### src/rtl/led.sv
// Free-running 4-LED pattern sequencer: binary count, bouncing chase, all-blink.
// A prescaler paces one sequencer step every TICK_DIV clocks.
module led #(
  parameter int unsigned TICK_DIV = 32'd24_000_000
) (
  input  logic       CLOCK_48,
  input  logic       RESET_N,
  output logic [3:0] LED
);

  localparam int unsigned CNT_W = (TICK_DIV <= 32'd1) ? 1 : $clog2(TICK_DIV);
  localparam logic [CNT_W-1:0] TICK_LAST = CNT_W'(TICK_DIV - 32'd1);

  localparam logic [3:0] COUNT_LAST = 4'd15;
  localparam logic [3:0] CHASE_LAST = 4'd11;
  localparam logic [3:0] BLINK_LAST = 4'd3;

  typedef enum logic [1:0] {
    PH_COUNT = 2'd0,
    PH_CHASE = 2'd1,
    PH_BLINK = 2'd2
  } phase_e;

  logic [CNT_W-1:0] cnt_q, cnt_d;
  logic             tick_c;
  phase_e           phase_q, phase_d;
  logic [3:0]       step_q, step_d;
  logic [3:0]       led_q, led_d;

  // Bounce pattern 1-2-4-8-4-2, played twice across steps 0..11.
  function automatic logic [3:0] chase_pattern(input logic [3:0] step);
    logic [3:0] pat;
    case (step)
      4'd0, 4'd6:                pat = 4'b0001;
      4'd1, 4'd5, 4'd7, 4'd11:   pat = 4'b0010;
      4'd2, 4'd4, 4'd8, 4'd10:   pat = 4'b0100;
      4'd3, 4'd9:                pat = 4'b1000;
      default:                   pat = 4'b0001;
    endcase
    return pat;
  endfunction

  // Prescaler: wraps at TICK_DIV-1 and flags the step tick on that count.
  always_comb begin
    tick_c = (cnt_q == TICK_LAST);
    cnt_d  = tick_c ? '0 : cnt_q + CNT_W'(1);
  end

  // State register.
  always_ff @(posedge CLOCK_48 or negedge RESET_N) begin
    if (!RESET_N) begin
      cnt_q   <= '0;
      phase_q <= PH_COUNT;
      step_q  <= 4'd0;
      led_q   <= 4'b0000;
    end else begin
      cnt_q   <= cnt_d;
      phase_q <= phase_d;
      step_q  <= step_d;
      led_q   <= led_d;
    end
  end

  // Next phase/step, advancing only on a tick.
  always_comb begin
    phase_d = phase_q;
    step_d  = step_q;
    if (tick_c) begin
      case (phase_q)
        PH_COUNT: begin
          if (step_q == COUNT_LAST) begin
            phase_d = PH_CHASE;
            step_d  = 4'd0;
          end else begin
            step_d = step_q + 4'd1;
          end
        end
        PH_CHASE: begin
          if (step_q == CHASE_LAST) begin
            phase_d = PH_BLINK;
            step_d  = 4'd0;
          end else begin
            step_d = step_q + 4'd1;
          end
        end
        PH_BLINK: begin
          if (step_q == BLINK_LAST) begin
            phase_d = PH_COUNT;
            step_d  = 4'd0;
          end else begin
            step_d = step_q + 4'd1;
          end
        end
        default: begin
          phase_d = PH_COUNT;
          step_d  = 4'd0;
        end
      endcase
    end
  end

  // LED pattern for the step being entered; held between ticks.
  always_comb begin
    led_d = led_q;
    if (tick_c) begin
      case (phase_d)
        PH_COUNT: led_d = step_d;
        PH_CHASE: led_d = chase_pattern(step_d);
        PH_BLINK: led_d = step_d[0] ? 4'b0000 : 4'b1111;
        default:  led_d = 4'b0000;
      endcase
    end
  end

  assign LED = led_q;

endmodule

### config.mk
export PLATFORM = sky130hd
export DESIGN_NAME = led
export DESIGN_NICKNAME = d
export VERILOG_FILES = /design/src/rtl/led.sv
export SDC_FILE = /design/constraint.sdc
export NUM_CORES = 1
export LEC_CHECK = 0
export CAP_MARGIN = 20
export CORE_MARGIN = 3
export CORE_UTILIZATION = 55
export CTS_CLUSTER_DIAMETER = 40
export DETAILED_ROUTE_END_ITERATION = 12
export PLACE_DENSITY = 0.8
export SLEW_MARGIN = 20
export SYNTH_ARGS = -nofsm -noshare
export SYNTH_HDL_FRONTEND = slang
export SYNTH_SLANG_ARGS = --single-unit
export TNS_END_PERCENT = 10
### constraint.sdc
create_clock -name CLOCK_48 -period 6.8 [get_ports CLOCK_48]
set_input_delay 2.04 -clock CLOCK_48 [delete_from_list [all_inputs] [get_ports CLOCK_48]]
set_output_delay 2.04 -clock CLOCK_48 [all_outputs]
set_load 0.02 [all_outputs]
# Word level (Yosys, flattened, before mapping)
# Memory sizes are Yosys's and may differ from the RTL's.
# Index checks and enable logic that the tools add are counted.
# totals
inputBits,2
ff_bits,35
mem_bits_rw,0
mem_count,1
latchBits,0
rom_bits,64
# memory_table
memory,words,word_bits,read_ports,rd_ports_with_merged_regs,write_ports,line_no,rtl
(no name shown),16,4,1,0,0,33,case (step)
# classes
add_sub_neg,2
eq_ne,8
n_div,0
mul,0
muxes,13
n_shift,0
bitwise_logic,0
n_lt_le_gt_ge,0
n_reduce_logical,2
# op_table
op,count
25-bit by 1-bit adder with 25-bit output (second input constant),1
25-bit == test (second input constant),1
25-bit two-way mux,1
4-bit one-hot mux with 3 select lines,2
4-bit two-way mux,5
4-bit == test (second input constant),2
2-bit two-way mux,4
2-bit one-hot mux with 3 select lines,1
4-bit by 1-bit adder with 4-bit output (second input constant),1
2-bit by 1-bit == test with 1-bit output (second input constant),2
2-bit == test (second input constant),2
4-bit by 2-bit == test with 1-bit output (second input constant),1
2-bit zero test,2

# Longest topological paths before layout
# Gate-level depths: netlist of the first run.
# logic_depth
ltp_word,6
mapped_depth,11
depth_no_buf,10

# Least setup slack after synthesis of the first run
# OpenSTA, ideal clock, no wires.
# synth_path
path_type,reg-to-reg
startpoint,register cnt_q[11]
endpoint,"register led_q[0], in the netlist LED[0]"
slack_ns,3.851
n_path_buf,1
required_time_ns,6.658
stages_incl_launch_ff,10
t_arrival_ns,2.807
period_less_slack_ns,2.949
cell_sequence,dfrtp_1 or4_1 or4_1 buf_2 nand2b_4 or4_4 and4b_1 a211oi_1 a211o_1 a31oi_1
# synth_between
elab_chain_cells,4
elab_cells_between_ends,9
classes_between,3 x eq/ne; 4 x mux; 1 x reduce/logical; 1 x memory
# synth_lines
element,line_no,rtl
from (decl),24,"logic [CNT_W-1:0] cnt_q, cnt_d;"
from (signal assigned),57,cnt_q <= cnt_d;
25-bit == test *,45,tick_c = (cnt_q == TICK_LAST);
4-bit two-way mux or 2-bit two-way mux (tied branches),68,if (tick_c) begin
"memory 16 x 4 bit, or another cell as far along",--,
4-bit one-hot mux with 3 select lines,106,case (phase_d)
to (signal assigned),60,led_q <= led_d;
to (decl),28,"logic [3:0] led_q, led_d;"
# Every way passes the cells marked *; elsewhere a longest branch is shown, timed or not.
# A chain may end at the register's enable or synchronous reset.

# Worst setup path after layout of the first run
# layout_path
startpoint,"register led_q[1], in the netlist LED[1]"
endpoint,output LED[1]
# layout_lines
element,line_no,rtl
to (decl),8,output logic [3:0] LED
# No word-level cell between the ends.

==> implementation parameters, run 1 <==
Parameter                              Value

Power and ir drop
  Combinational group share of total power ... 1.3%
  Clock power share ... 41.7%
  Maximum resistive drop on vdd ... 0.1171 mV
  Ratio of total power to cell area ... 177.8 mW/mm²
  NetSw ... 0.00007889 W
  Share of total power consumed by net switching ... 21.61%
  Reg power frac ... 57.0%
  Static Leakage ... 0.8902 nW
  Internal power ... 0.0002862 W

Global route
  Vias in the first global route ... 1,515
  Total congestion overflow after global routing ... 0
  Largest net degree at the start of global routing ... 36
  Wire length of the first global-routing pass ... 6658 µm
  Global router's overall resource usage ... 20.58%
  Initial antenna violation count ... 0

Clock tree
  Clock tree root buffer cell ... clkbuf_4
  H-tree depth reported by CTS ... 2
  Post-CTS setup-driven buffer insertion count ... 0
  Number of sinks on the clock net ... 35
  Quantity of gates resized following cts ... 0
  Clock network latency to the later pin of the worst-skew pair ... 0.35 ns
  TritonCTS clock tree ... built
  Clock buffers created by TritonCTS ... 5
  Clock tree buffer depth ... 2
  Total of hold buffers inserted after clock tree synthesis ... 0
  Clock input transition at the sequential cells of the worst setup and hold paths ... 0.11 ns

Yosys
  Number of distinct library cells after synthesis ... 44
  Proportion of synthesized flip-flops having asynchronous set or reset ... 100.0%
  Flops & latches, synth ... 35
  Synth cell count leaders ... dfrtp_1 (35), nor2_1 (28), xnor2_1 (14)
  Number of standard cells after synthesis ... 198
  Combined area of all synthesized cells ... 0.001876 mm²
  Largest area contributor in the synthesized netlist ... dfrtp_1
  Top-area cell type share of the netlist area ... 46.70%
  Number of enable flip-flop cells after synthesis ... 0
  Avg Cell Area, Syn ... 9.472 µm²
  Most used standard cell by instance count after synthesis ... dfrtp_1
  Primary FF master, synth ... dfrtp_1
  Top cells by area in the synthesized netlist ... dfrtp_1 (47%), xnor2_1 (6.5%), nor2_1 (5.6%), xor2_1 (4.2%), nand3_1 (3.2%)
  Sequential share of the synthesized area ... 46.70%
  Total of warnings raised by yosys ... 0
  Post-synth net total ... 202

Worst setup path
  Largest delay share family, worst path ... buffers and inverters
  Number of cells traversed by the worst register-to-register path ... 8
  End of the worst register-to-register path ... LED[0]
  Type of element launching the critical path ... flip-flop
  Critical path buffer and inverter count ... 1
  Crit path capture type ... output port
  Cell with the biggest individual delay on the critical path ... clkdlybuf4s50_1
  Data arrival, critical path ... 1.33 ns
  Reg-to-Reg Start ... cnt_q[14]
  Required time of the critical path ... 4.76 ns
  Slowest stage delay, CP ... 0.62 ns
  Reg-to-reg setup timing slack ... 3.52 ns
  Max Fanout on Critical Path ... 2
  Type of the worst setup path ... reg -> out
  Cell chain of the critical path ... clkdlybuf4s50_1

Hold path
  Tightest Hold Check Type ... reg -> reg
  Hold worst-path end ... cnt_q[0]
  Number of cells on the worst hold path ... 1
  Hold Path Origin ... cnt_q[0]

Routing
  Drt via density ... 5.749
  Via total after detailed routing ... 1,443
  # DRC ... 0
  Pre-Repair DR Iteration Count ... 4
  DR WL/cell ... 14.16 µm
  DR iter-0 viols ... 101
  Detailed-route wire length ... 3555 µm
  Number of nets with antenna violations after routing ... 0

Floorplanning
  Core ar. ... 0.003153 mm²
  DIE HEIGHT ... 64.40 µm
  X dimension of the die ... 64.40 µm
  Row count ... 20
  Die ar. ... 0.004147 mm²
  Ports ... 6
  Effective utilization at floorplan ... 59.48%

STA
  Fmax ... 0.2965 GHz
  Tcrit/Tclk final ... 49.60%
  Final setup violation count ... 0
  Slew at the pin closest to its max-slew limit ... 0.6866 ns
  Minimum hold slack ... 0.4898 ns
  Final Critical Period ... 3.373 ns
  Worst relative slew slack ... 53.87%
  Setup tns final ... 0 ns
  Fin. Hold Viols ... 0
  Max-slew violations ... 0
  RSZ-0062 raised after global routing ... no
  Post-route clock skew ... 0.01354 ns

Place
  RePlAce Congestion ... 0.8586
  Final HPWL from detailed placement ... 2558 µm
  Port-buffer cells ... 5

Layout
  Utilization of the core after routing ... 65.12%
  Net count, final ... 210
  Filler cells ... 268
  Fraction of final layout cells with drive strength greater than 1 ... 9.662%
  Synth-to-layout area growth ... 9.473%
  Antenna fix cells ... 0

Status
  Status ... finished, final reports clean

Run
  Number of max-capacitance violations reported ... 0
[layout by cell type (no fill, tap or decap), types with 3 or more instances in the layout]
master           instances
mux2i_1                  4
and2_1                   3
and3_1                   5
clkdlybuf4s50_1          5
nand3_1                 12
clkbuf_4                 5
a21oi_1                 11
dfrtp_1                 35
xnor2_1                 14
nand4_1                  8
nand2_1                 13
o31ai_1                  3
nor2b_1                  3
inv_1                    6
xor2_1                   9
nor2_1                  28
[power groups by stage]
stage / clock [W] / combinational [W] / sequential [W]
CTS: 0.000155 / 0.00000510 / 0.000208
global placement: 0 / 0.00000493 / 0.000212
detailed placement: 0 / 0.00000509 / 0.000212
finish: 0.000152 / 0.00000472 / 0.000208
floorplan: 0 / 0.000000000351 / 0.000212
global route: 0.000166 / 0.00000561 / 0.000208
[state kept, by name (all words and copies together) (netlist names)]
name / cells
cnt_q: 25
LED: 4
step_q: 4
phase_q: 2
[worst max-delay path by stage]
stage                         start  slack (ns)      to  cells after the start
after floorplan           cnt_q[11]        3.85  LED[0]                      9
after global routing      cnt_q[14]        3.28  LED[0]                      8
final                        LED[1]        3.43  LED[1]                      1
after CTS                    LED[1]        3.41  LED[1]                      1
after detailed placement  cnt_q[11]        3.54  LED[0]                      8
after global placement    cnt_q[11]        3.69  LED[0]                      8
[layer usage]
metal | global-route usage (%) | vias up | share of wire (%)
li1 | - | 700 | -
met1 | 26.64 | 701 | 45
met2 | 32.99 | 37 | 48
met3 | 6.503 | 5 | 5.8
met4 | 6.069 | 0 | 1.3
met5 | 0 | - | 0
[layout make-up]
class	instances	area [µm²]	share of cell area, %
repair buffers	7	65.06	3.169
flip-flops and latches	35	875.8	42.66
multi-input cells	149	945.9	46.07
well taps	44	55.05	2.681
clock buffers	5	37.54	1.828
clock inverters	3	43.79	2.133
inverters	8	30.03	1.463
[worst register-to-register path, cell delays in order, from the launching register on]
cell and delay (ns):
dfrtp_1 0.42, or4_1 0.50, or4_1 0.63, nor2b_1 0.56
a31oi_1 0.30, and4b_1 0.25, a211oi_1 0.25, a211o_1 0.16
a31oi_1 0.08
[metrics by stage]
step	instances	instance area (µm²)	power (W)	setup slack, ns
floorplan	198	1876	0.0002121	3.851
global placement	243	1972	0.0002170	3.690
detailed placement	243	1972	0.0002172	3.538
CTS	251	2053	0.0003682	3.412
global route	251	2053	0.0003793	3.277
finish	251	2053	0.0003651	3.427
[kinds of logic (layout without fill, tap and decap cells)]
logic type               count (synthesis)  count (layout)  share of synthesized area [%]
AO/OA/AOI/OAI                           31              31                          11.34
XOR/XNOR                                23              23                          10.74
adder cells (fa/ha/maj)                  2               2                          1.334
buffers and inverters                   14              23                          2.868
flip-flops                              35              35                          46.70
multiplexers                             4               4                          2.135
AND/OR/NAND/NOR                         89              89                          24.88
(Power assumes the default switching activity.)
==> run 2, diff against run 1 <==
Clock period 6.8 ns to 3.3 ns, I/O delays scaled along.
==> run 2 against run 1 <==
Sequential cell count unchanged. Critical path depth up 8. First-iteration DRC count down 55%. Worst setup slack worse by 3.2 ns. Register-to-register slack worse by 3.3 ns. Clock power up 75%. Clock-buffer cell count up 3. Design area up 0.49%. Core utilization up 0.32 points. Global-route usage down 0.72 points. Combinational power up 100%. Largest cell class unchanged. Highest routed layer unchanged.
==> implementation parameters, run 2 (same netlist as run 1, synthesis figures left out) <==
Parameter                              Value

Status
  Status ... finished, final reports clean (unchanged)

Layout
  Number of non-filler instances in the completed layout ... 254 (was 251)
  Filler cells ... 261 (was 268)
  Most common cell after layout, fill and taps aside ... dfrtp_1 (unchanged)
  Flip-flop count of the largest register after layout ... 25 (unchanged)
  Post-route cell area ... 0.002063 mm² (was 0.002053 mm²)
  Net count, final ... 213 (was 210)
  Highest-count cells in the layout ignoring fill and taps ... dfrtp_1 (35), nor2_1 (28), xnor2_1 (14) (unchanged)
  Register with the most flip-flops ... cnt_q (unchanged)
  Antenna fix cells ... 0 (unchanged)
  Fraction of final layout cells with drive strength greater than 1 ... 10.48% (was 9.662%)
  Utilization of the core after routing ... 65.44% (was 65.12%)
  Synth-to-layout area growth ... 10.01% (was 9.473%)

STA
  Final setup violation count ... 0 (unchanged)
  Fin. Hold Viols ... 0 (unchanged)
  Max-slew violations ... 0 (unchanged)
  RSZ-0062 raised after global routing ... no (unchanged)
  Tcrit/Tclk final ... 93.55%
  Slew at the pin closest to its max-slew limit ... 0.6305 ns (was 0.6866 ns)
  Worst relative slew slack ... 57.71% (was 53.87%)
  Post-route clock skew ... 0.004741 ns (was 0.01354 ns)
  Final Critical Period ... 3.087 ns
  Fmax ... 0.3239 GHz
  Setup tns final ... 0 ns (unchanged)
  Minimum hold slack ... 0.4660 ns (was 0.4898 ns)

Power and ir drop
  Clock power share ... 37.8% (was 41.7%)
  Reg power frac ... 60.9% (was 57.0%)
  Maximum resistive drop on vdd ... 0.1991 mV (was 0.1171 mV)
  Combinational group share of total power ... 1.4% (was 1.3%)
  Share of total power consumed by net switching ... 21.07% (was 21.61%)
  Internal power ... 0.0005557 W (was 0.0002862 W)
  Static Leakage ... 0.8987 nW (was 0.8902 nW)
  NetSw ... 0.0001483 W (was 0.00007889 W)
  Ratio of total power to cell area ... 341.2 mW/mm² (was 177.8 mW/mm²)

Clock tree
  Clock buffers created by TritonCTS ... 5 (unchanged)
  Clock network latency to the later pin of the worst-skew pair ... 0.34 ns (was 0.35 ns)
  H-tree depth reported by CTS ... 2 (unchanged)
  Post-CTS setup-driven buffer insertion count ... 0 (unchanged)
  Clock tree root buffer cell ... clkbuf_4 (unchanged)
  Quantity of gates resized following cts ... 0 (unchanged)
  Number of sinks on the clock net ... 35 (unchanged)
  TritonCTS clock tree ... built (unchanged)
  Total of hold buffers inserted after clock tree synthesis ... 0 (unchanged)
  Clock tree buffer depth ... 2 (unchanged)
  Clock input transition at the sequential cells of the worst setup and hold paths ... 0.10 ns (was 0.11 ns)

Global route
  Global router's overall resource usage ... 19.85% (was 20.58%)
  Vias in the first global route ... 1,363 (was 1,515)
  Wire length of the first global-routing pass ... 6279 µm (was 6658 µm)
  Total congestion overflow after global routing ... 0 (unchanged)
  Initial antenna violation count ... 0 (unchanged)
  Largest net degree at the start of global routing ... 36 (unchanged)

Place
  Final HPWL from detailed placement ... 2549 µm (was 2558 µm)
  Port-buffer cells ... 5 (unchanged)
  RePlAce Congestion ... 0.8170 (was 0.8586)
  Area after detailed placement ... 0.001994 mm² (was 0.001972 mm²)
  Cell count after placement ... 246 (was 243)

Routing
  Via total after detailed routing ... 1,407 (was 1,443)
  DR iter-0 viols ... 45 (was 101)
  Pre-Repair DR Iteration Count ... 4 (unchanged)
  # DRC ... 0 (unchanged)
  Detailed-route wire length ... 3583 µm (was 3555 µm)
  DR WL/cell ... 14.11 µm (was 14.16 µm)
  Number of nets with antenna violations after routing ... 0 (unchanged)
  Drt via density ... 5.539 (was 5.749)

Floorplanning
  Effective utilization at floorplan ... 59.48% (unchanged)
  Ports ... 6 (unchanged)
  DIE HEIGHT ... 64.40 µm (unchanged)
  X dimension of the die ... 64.40 µm (unchanged)
  Core ar. ... 0.003153 mm² (unchanged)
  Die ar. ... 0.004147 mm² (unchanged)
  Row count ... 20 (unchanged)

Worst setup path
  Required time of the critical path ... 3.57 ns (was 4.76 ns)
  Type of element launching the critical path ... flip-flop (unchanged)
  Type of the worst setup path ... reg -> reg (was reg -> out)
  Max Fanout on Critical Path ... 6 (was 2)
  Crit path capture type ... flip-flop (was output port)
  Data arrival, critical path ... 3.36 ns (was 1.33 ns)

Hold path
  Tightest Hold Check Type ... reg -> reg (unchanged)

Run
  Number of max-capacitance violations reported ... 0 (unchanged)
run 2: final cells by class:
class / instances / area (µm²) / area share, %
Multi-Input combinational cell: 149 / 945.9 / 45.85
Timing Repair Buffer: 10 / 87.58 / 4.245
Tap cell: 44 / 55.05 / 2.668
Sequential cell: 35 / 875.8 / 42.45
Clock buffer: 8 / 68.82 / 3.335
Inverter: 8 / 30.03 / 1.455
run 2: path summary, 6_finish.rpt:
check | to | start | slack (ns) | cells after the start
max | LED[0] | cnt_q[11] | 0.21 | 9
min | cnt_q[0] | cnt_q[0] | 0.47 | 1
max reg2reg | LED[0] | cnt_q[11] | 0.21 | 9
min reg2reg | cnt_q[0] | cnt_q[0] | 0.47 | 1
max in group asynchronous | cnt_q[15] | RESET_N | 1.95 | 2
min in group asynchronous | cnt_q[6] | RESET_N | 1.04 | 2
run 2: layer usage:
layer / share of wire (%) / track usage [%] / routed length (µm)
met2: 46 / 30.80 / 1654
met4: 1.8 / 9.235 / 66
met1: 48 / 25.29 / 1704
met5: 0 / 0 / 0
met3: 4.4 / 6.151 / 157
run 2: critical path: stages, from the launching register on:
cell       delay, ns
dfrtp_1         0.41
or4_1           0.50
or4_1           0.54
buf_4           0.19
or2_0           0.32
a2bb2oi_2       0.28
and4b_1         0.23
a211oi_1        0.07
a211o_1         0.31
a31oi_1         0.16
run 2: through the flow:
step | worst slack, ns | power, W
2_1_floorplan | 0.3509 | 0.0004371
3_3_place_gp | 0.3344 | 0.0004471
3_5_place_dp | 0.2277 | 0.0004473
4_1_cts | 0.2145 | 0.0007114
5_1_grt | 0.03839 | 0.0007289
6_report | 0.2127 | 0.0007040
run 2: power groups by stage:
stage               Combinational, W  Clock (W)  Sequential (W)
finish                    0.00000962   0.000266        0.000429
global route               0.0000113   0.000289        0.000429
CTS                        0.0000103   0.000273        0.000429
detailed placement         0.0000103          0        0.000437
global placement           0.0000101          0        0.000437
floorplan             0.000000000351          0        0.000437
==> run 3, diff against run 2 <==
Settings changed: SKIP_CTS_REPAIR_TIMING set to 1.
==> results of run 3 <==
No change in the layout: final DEF, timing and power equal those of run 2.
